--- config.mk ---
export PLATFORM = sky130hd
export DESIGN_NAME = conv_window_ctrl
export DESIGN_NICKNAME = d
export VERILOG_FILES = /design/src/rtl/conv_pkg.sv /design/src/rtl/conv_pos_counter.sv /design/src/rtl/conv_window_ctrl.sv
export SDC_FILE = /design/constraint.sdc
export NUM_CORES = 1
export LEC_CHECK = 0
export BUFFER_PORTS_ARGS = -buffer_cell sky130_fd_sc_hd__buf_2
export CORE_UTILIZATION = 37
export CTS_BUF_LIST = sky130_fd_sc_hd__clkbuf_4 sky130_fd_sc_hd__clkbuf_8
export CTS_CLUSTER_DIAMETER = 120
export DETAILED_ROUTE_END_ITERATION = 10
export PLACE_DENSITY = 0.68
export SLEW_MARGIN = 20
export SYNTH_ARGS = -nofsm -noshare
export SYNTH_HDL_FRONTEND = slang
export SYNTH_HIERARCHICAL = 1
export SYNTH_SLANG_ARGS = --single-unit
export TNS_END_PERCENT = 100
--- constraint.sdc ---
create_clock -name clk -period 5.4 [get_ports clk]
set_input_delay 0.27 -clock clk [delete_from_list [all_inputs] [get_ports clk]]
set_output_delay 0.27 -clock clk [all_outputs]
set_load 0.05 [all_outputs]
--- src/rtl/conv_pkg.sv ---
// Shared types and default geometry for the sliding-window convolver control path.
package conv_pkg;

    typedef enum logic [2:0] {
        ST_IDLE   = 3'd0,
        ST_LOAD_W = 3'd1,
        ST_STREAM = 3'd2,
        ST_FLUSH  = 3'd3,
        ST_DONE   = 3'd4
    } state_t;

    localparam int KERNEL_SIZE_DEF = 5;
    localparam int IMG_WIDTH_DEF   = 28;
    localparam int IMG_HEIGHT_DEF  = 28;
    localparam int STRIDE_DEF      = 1;

    // Counter widths never collapse to zero bits, even for degenerate ranges.
    function automatic int safe_clog2(input int n);
        return (n > 1) ? $clog2(n) : 1;
    endfunction

    localparam int COL_W_DEF   = safe_clog2(IMG_WIDTH_DEF);
    localparam int ROW_W_DEF   = safe_clog2(IMG_HEIGHT_DEF);
    localparam int WADDR_W_DEF = safe_clog2(KERNEL_SIZE_DEF * KERNEL_SIZE_DEF);

endpackage

--- src/rtl/conv_pos_counter.sv ---
// Pixel position tracker: column/row of the next pixel plus stride phase,
// flags the accepted pixel that completes an on-grid KxK window.
module conv_pos_counter
    import conv_pkg::*;
#(
    parameter int KERNEL_SIZE = KERNEL_SIZE_DEF,
    parameter int IMG_WIDTH   = IMG_WIDTH_DEF,
    parameter int IMG_HEIGHT  = IMG_HEIGHT_DEF,
    parameter int STRIDE      = STRIDE_DEF,
    localparam int COL_W      = safe_clog2(IMG_WIDTH),
    localparam int ROW_W      = safe_clog2(IMG_HEIGHT)
) (
    input  logic             clk,
    input  logic             reset,
    input  logic             en,
    output logic [COL_W-1:0] col,
    output logic [ROW_W-1:0] row,
    output logic             hit,
    output logic             last
);

    localparam int PH_W = safe_clog2(STRIDE);
    localparam logic [COL_W-1:0] COL_LAST = COL_W'(IMG_WIDTH - 1);
    localparam logic [COL_W-1:0] COL_KM1  = COL_W'(KERNEL_SIZE - 1);
    localparam logic [ROW_W-1:0] ROW_LAST = ROW_W'(IMG_HEIGHT - 1);
    localparam logic [ROW_W-1:0] ROW_KM1  = ROW_W'(KERNEL_SIZE - 1);
    localparam logic [PH_W-1:0]  PH_LAST  = PH_W'(STRIDE - 1);

    logic [PH_W-1:0] cp, rp, cp_nxt, rp_nxt;
    logic            col_wrap, row_wrap;

    assign col_wrap = (col == COL_LAST);
    assign row_wrap = (row == ROW_LAST);
    assign hit  = en && (row >= ROW_KM1) && (col >= COL_KM1) && (cp == '0) && (rp == '0);
    assign last = en && col_wrap && row_wrap;

    // Phase stays 0 until the first full window column/row, then counts modulo STRIDE.
    always_comb begin
        cp_nxt = '0;
        rp_nxt = '0;
        if (col >= COL_KM1 && cp != PH_LAST) cp_nxt = cp + 1'b1;
        if (row >= ROW_KM1 && rp != PH_LAST) rp_nxt = rp + 1'b1;
    end

    always_ff @(posedge clk or negedge reset) begin
        if (!reset) begin
            col <= '0;
            row <= '0;
            cp  <= '0;
            rp  <= '0;
        end else if (en) begin
            if (col_wrap) begin
                col <= '0;
                cp  <= '0;
                if (row_wrap) begin
                    row <= '0;
                    rp  <= '0;
                end else begin
                    row <= row + 1'b1;
                    rp  <= rp_nxt;
                end
            end else begin
                col <= col + 1'b1;
                cp  <= cp_nxt;
            end
        end
    end

endmodule

--- src/rtl/conv_window_ctrl.sv ---
// Control path for the sliding-window convolver: kernel weight load sequencing,
// then one frame of pixels streamed with window-valid flagging and backpressure.
//
// state     | meaning
// ST_IDLE   | waiting for load_weights or start
// ST_LOAD_W | accepting K*K weight words, row-major
// ST_STREAM | accepting frame pixels, flagging window hits
// ST_FLUSH  | last pixel taken, draining the final result
// ST_DONE   | one-cycle frame_done pulse
module conv_window_ctrl
    import conv_pkg::*;
#(
    parameter int KERNEL_SIZE = KERNEL_SIZE_DEF,
    parameter int IMG_WIDTH   = IMG_WIDTH_DEF,
    parameter int IMG_HEIGHT  = IMG_HEIGHT_DEF,
    parameter int STRIDE      = STRIDE_DEF,
    localparam int WADDR_W    = safe_clog2(KERNEL_SIZE * KERNEL_SIZE),
    localparam int COL_W      = safe_clog2(IMG_WIDTH),
    localparam int ROW_W      = safe_clog2(IMG_HEIGHT)
) (
    input  logic               clk,
    input  logic               reset,
    input  logic               load_weights,
    input  logic               start,
    input  logic               wt_valid,
    output logic               wt_ready,
    output logic               wt_we,
    output logic [WADDR_W-1:0] wt_addr,
    input  logic               pix_valid,
    output logic               pix_ready,
    output logic               en,
    output logic               out_valid,
    input  logic               out_ready,
    output logic [COL_W-1:0]   col,
    output logic [ROW_W-1:0]   row,
    output logic               busy,
    output logic               frame_done,
    output logic               start_err
);

    localparam logic [WADDR_W-1:0] WADDR_LAST = WADDR_W'(KERNEL_SIZE * KERNEL_SIZE - 1);

    state_t state, state_nxt;
    logic   wt_loaded;
    logic   hit, last;

    assign wt_we = wt_valid & wt_ready;
    assign en    = pix_valid & pix_ready;

    conv_pos_counter #(
        .KERNEL_SIZE (KERNEL_SIZE),
        .IMG_WIDTH   (IMG_WIDTH),
        .IMG_HEIGHT  (IMG_HEIGHT),
        .STRIDE      (STRIDE)
    ) u_pos (
        .clk   (clk),
        .reset (reset),
        .en    (en),
        .col   (col),
        .row   (row),
        .hit   (hit),
        .last  (last)
    );

    always_comb begin
        state_nxt  = state;
        wt_ready   = 1'b0;
        pix_ready  = 1'b0;
        frame_done = 1'b0;
        busy       = 1'b1;
        case (state)
            ST_IDLE: begin
                busy = 1'b0;
                if (load_weights)            state_nxt = ST_LOAD_W;
                else if (start && wt_loaded) state_nxt = ST_STREAM;
            end
            ST_LOAD_W: begin
                wt_ready = 1'b1;
                if (wt_valid && wt_addr == WADDR_LAST) state_nxt = ST_IDLE;
            end
            ST_STREAM: begin
                // A held, unaccepted result blocks the window from sliding.
                pix_ready = !(out_valid && !out_ready);
                if (last) state_nxt = ST_FLUSH;
            end
            ST_FLUSH: begin
                if (!out_valid || out_ready) state_nxt = ST_DONE;
            end
            ST_DONE: begin
                frame_done = 1'b1;
                state_nxt  = ST_IDLE;
            end
            default: state_nxt = ST_IDLE;
        endcase
    end

    always_ff @(posedge clk or negedge reset) begin
        if (!reset) begin
            state     <= ST_IDLE;
            wt_addr   <= '0;
            wt_loaded <= 1'b0;
            out_valid <= 1'b0;
            start_err <= 1'b0;
        end else begin
            state     <= state_nxt;
            start_err <= (state == ST_IDLE) && !load_weights && start && !wt_loaded;
            out_valid <= hit || (out_valid && !out_ready);
            // A reload overwrites the kernel, so the old set is no longer usable.
            if (state == ST_IDLE && load_weights) wt_loaded <= 1'b0;
            if (wt_we) begin
                if (wt_addr == WADDR_LAST) begin
                    wt_addr   <= '0;
                    wt_loaded <= 1'b1;
                end else begin
                    wt_addr <= wt_addr + 1'b1;
                end
            end
        end
    end

endmodule
# Yosys cells after proc, flatten, opt, wreduce, memory -nomap -nowiden
# Index checks and enable logic that the tools add are counted.
# classes
n_bitwise	4
n_eq_ne	11
addsub	5
n_reduce_logical	25
order_cmp	2
muxes	20
# op_table
operator	count
adder 5 x 1 -> 5 bit (second input constant)	3
== test 5 bit (second input constant)	3
logical AND 1 bit	15
2-to-1 mux 3 bit	5
2-to-1 mux 5 bit	3
case mux 3 bit (4 select lines)	1
2-to-1 mux 1 bit	11
greater-or-equal comparator 5 x 3 -> 1 bit (second input constant)	2
== test 3 x 2 -> 1 bit (second input constant)	2
inequality test 2 bit (second input constant)	3
zero test 1 bit	5
AND reduction 4 bit	1
== test 3 x 1 -> 1 bit (second input constant)	1
== test 3 bit (second input constant)	1
zero test 3 bit	1
inequality test 3 bit (second input constant)	1
adder 1 bit (second input constant)	2
AND 1 bit	2
logical OR 1 bit	2
inverter 1 bit	2
AND reduction 2 bit	1
# totals
register_bits	23
in_bits	7

# Longest topological paths before layout
# depth
word_depth	10
mapped_depth	11
mapped_depth_nobuf	8

# Hierarchy
# Netlist, hierarchy kept.
# modules_own_cells
mod	cells_per_inst	seq_area_each_um2	n_inst	area_each_um2
conv_pos_counter	62	300.3	1	655.6
conv_window_ctrl	57	275.3	1	616.8

# Least setup slack after synthesis
# No wires, ideal clock.
# synth_path
path_kind	register to register
startpoint	register out_valid
endpoint	register u_pos.row[0]
required_ps	5275
setup_slack_ps	1799
setup_time_ps	125
arrival_ps	3475
path_stages_with_launch	9
synth_period_minus_slack_ps	3601
cell_sequence	dfrtp_1 > nand2b_1 > nor3b_1 > and2_1 > buf_6 > and2_1 > buf_2 > and2_4 > mux2_4
# synth_via
elab_chain_cells	5
# synth_lines
element	line_no	source
from (decl)	conv_window_ctrl.sv:32	output logic out_valid,
from (signal assigned)	conv_window_ctrl.sv:107	out_valid <= hit || (out_valid && !out_ready);
logical AND 1 bit	conv_window_ctrl.sv:83	pix_ready = !(out_valid && !out_ready);
zero test 1 bit	conv_window_ctrl.sv:83	
2-to-1 mux 1 bit	conv_window_ctrl.sv:71	case (state)
via pix_ready	conv_window_ctrl.sv:30	output logic pix_ready,
AND 1 bit	conv_window_ctrl.sv:48	assign en = pix_valid & pix_ready;
via en	conv_window_ctrl.sv:31	output logic en,
AND reduction 2 bit (no line)	n/a	
to (signal assigned)	conv_pos_counter.sv:59	row <= row + 1'b1;
to (decl)	conv_pos_counter.sv:17	output logic [ROW_W-1:0] row,
# The timed path passes the listed nets, and every way through them passes these cells.
# A chain may end at the register's enable or synchronous reset.

# Final worst setup path
# layout_path
startpoint	register state[1]
endpoint	register u_pos.row[0]
# layout_via
elab_chain_cells	4
# layout_lines
element	line_no	source
from (decl)	conv_window_ctrl.sv:43	state_t state, state_nxt;
from (signal assigned)	conv_window_ctrl.sv:105	state <= state_nxt;
== test 3 x 2 -> 1 bit	conv_window_ctrl.sv:71	
2-to-1 mux 1 bit	conv_window_ctrl.sv:71	
AND 1 bit	conv_window_ctrl.sv:48	
AND reduction 2 bit (no line)	n/a	
# No other way between the ends.

==> results.tsv <==
stage	metric	value	unit
logic_synthesis	Post-Synthesis Cell Area	1270	µm²
logic_synthesis	Async SR Flop Fraction	1.00	
floorplanning	I/O pin count	30	
clock_tree	TritonCTS Buffers	3	
logic_synthesis	XOR/XNOR share of the synthesized area	0	
logic_synthesis	Synth Area in Simple Gates	0.263	
clock_tree	# clock sinks	23	
clock_tree	Worst-Skew Late Latency	0.31	ns
grt	antenna violations before repair	0	
floorplanning	die width	60.6	µm
grt	vias in the first global route	863	
grt	GR Util met1	0.211	
finish	Post-layout nets	164	
finish	layout cells sized above 1	0.327	
placement	gpl congestion	0.834	
logic_synthesis	Post-synth EDFFs	0	
grt	met3 Track Usage GR	0.0256	
floorplanning	Die ar.	3680	µm²
detailed_routing	vias post-DR	975	
logic_synthesis	mean area per synthesized cell	10.7	µm²
logic_synthesis	top_reg_cell synth	dfrtp_1	
clock_tree	clk root buf	clkbuf_4	
timing	worst-margin pin slew	0.526	ns
pwr	Leak	0.000754	µW
grt	layer with the highest usage	met1	
finish	most common cell after layout, fill and taps aside	buf_2	
finish	Syn-to-layout area delta	17.2	%
worst_setup_path	crit-path max FO	11	
floorplanning	row count	20	
timing	minimum clock period	2.20	ns
worst_setup_path	crit path DAT	2.42	ns
pwr	Power Density	388	nW/µm²
floorplanning	core area	3150	µm²
timing	unrepaired setup endpoints after global routing	false	
clock_tree	post-CTS setup buffers	0	
clock_tree	clk slew on worst S/H paths	0.13	ns
worst_setup_path	Critical Path Most Common Cell	and2_1	
clock_tree	CTS tree	yes	
logic_synthesis	synthesized flop and latch total	23	
worst_hold_path	HP Class	in -> reg	
detailed_routing	post-route ant nets	0	
timing	Peak Freq	0.454	GHz
detailed_routing	post-DR vias/cell	5.03	
placement	DP Wirelength	1.80	mm
timing	final setup vio count	0	
worst_setup_path	max incr delay on CP	0.51	ns
detailed_routing	wirelength, routed	2.44	mm
status	status	completed	
worst_setup_path	Crit. End Element	register	
clock_tree	htree depth	1	
logic_synthesis	Synth Area in Compound Gates	0.0816	
detailed_routing	Initial DRT Pass Iterations	4	
logic_synthesis	sequential fraction of the synthesis area	0.452	
logic_synthesis	Syn. warnings	6	
logic_synthesis	mux cell area share after synthesis	0.0964	
worst_setup_path	CP required	5.61	ns
pwr	peak supply drop	0.000215	V
placement	port buffer count	29	
timing	Worst Skew	0.00486	ns
timing	final hold violation count	0	
finish	Final Cell Area	1490	µm²
grt	Total Routing Usage GR	0.141	
grt	pin count of the biggest net entering global routing	24	
finish	antenna cell count	0	
floorplanning	initial core utilization	0.404	
logic_synthesis	Mapped Nets	132	
worst_setup_path	crit path max-delay cell type	dfrtp_1	
worst_setup_path	crit path cell chain	nand2b_1 -> nor3b_1 -> and2_1 -> and2_1 -> and2_4 -> mux2_4	
clock_tree	CTS max path bufs	2	
worst_setup_path	crit path launch type	register	
grt	first-pass GRT wire length	3.84	mm
floorplanning	chip height	60.6	µm
timing	Final Max Slew Viols	0	
timing	period utilisation layout	0.408	
logic_synthesis	Distinct cells, synth	43	
worst_setup_path	CP Class	reg -> reg	
logic_synthesis	Post-Synth Adder-Cell Area	0.0590	
detailed_routing	# DRC	0	
logic_synthesis	Synth Instances	119	
placement	Area after DPL	1450	µm²
grt	GR Util met2	0.203	
timing	Setup TNS	0	ns
grt	total gr overflow	0	
finish	commonest non-fill, non-tap cells in the layout	29 x buf_2, 23 x dfrtp_1, 9 x inv_1	
timing	slew margin rel.	0.649	
detailed_routing	wire length per cell	12.6	µm
detailed_routing	DR iter-0 viols	26	
logic_synthesis	largest family of logic cells by synthesized area	simple AND/OR/NAND/NOR gates	
job	Max Cap Viol	0	
[report_power, final]
group          switching (µW)  internal (µW)  total, µW
combinational             169           89.7        259
clock                    52.6           33.8       86.4
sequential               34.6            199        234
[state kept, by name, summed over array words and instances (netlist names)]
name / cells
out_valid: 1
start_err: 1
state: 3
u_pos/col: 5
u_pos/cp: 1
u_pos/row: 5
u_pos/rp: 1
wt_addr: 5
wt_loaded: 1
[Yosys cell counts (all sizes together) (3+ instances only)]
master	count	share of area
nand2	6	0.024
and2	6	0.032
nand2b	4	0.020
nor2	6	0.018
ha	6	0.059
buf	3	0.017
mux2i	4	0.031
o21ai	5	0.020
dfrtp	23	0.45
nand3	7	0.031
nor3	5	0.020
nand4	3	0.015
mux2	6	0.065
inv	10	0.031
[path summary, 6_finish.rpt]
kind / from / to / slack (ns) / depth (start not counted)
hold reg to reg: wt_loaded / start_err / 0.47 / 1
setup / recovery: state[1] / u_pos/row[0] / 3.20 / 6
hold / removal: load_weights / start_err / 0.14 / 2
min in group asynchronous: reset / u_pos/row[1] / 0.45 / 2
max in group asynchronous: reset / u_pos/col[3] / 4.60 / 2
setup reg to reg: state[1] / u_pos/row[0] / 3.20 / 6
[cell type report]
type	count	area, µm²
Fill cell	312	1660
Inverter	10	40.0
Multi-Input combinational cell	83	636
Clock buffer	4	30.0
Timing Repair Buffer	30	155
Sequential cell	23	576
Tap cell	44	55.1
[logic make-up (layout without fill, tap and decap cells)]
family,count (synthesis),after routing
AND/OR/NAND/NOR,53,53
flip-flops,23,23
AO/OA/AOI/OAI,14,14
buffers and inverters,13,44
multiplexers,10,10
adder cells (fa/ha/maj),6,6
[metrics by stage]
stage,power (µW),setup WS [ns],hold WS (ns),utilization,instances
final,579,3.20,0.143,0.473,194
after global routing,611,3.06,0.128,0.473,194
after detailed placement,497,3.23,0.282,0.460,189
after floorplan,439,1.80,-0.0256,-,119
after global placement,489,3.36,0.277,0.460,189
after CTS,584,3.21,0.134,0.473,194
[routing by layer]
metal | vias up | wire (µm)
met4 | 0 | 15
met1 | 468 | 1220
met5 | - | 0
met2 | 22 | 1110
li1 | 483 | -
met3 | 2 | 91
[worst max-delay path, delay by kind of cell (launching register included)]
family | cells | cell delay, ns
muxes | 1 | 0.29
DFF | 1 | 0.51
and+or+nand+nor | 5 | 1.30
[repair_timing]
| item | in CTS | in global routing |
|---|---|---|
| endpoints found under the setup margin | 0 | 0 |
| hold buffers | 1 | 0 |
| endpoints found under the hold margin | 23 | 0 |
| resized for setup | 0 | 0 |
Power figures use the tool's default switching activity.
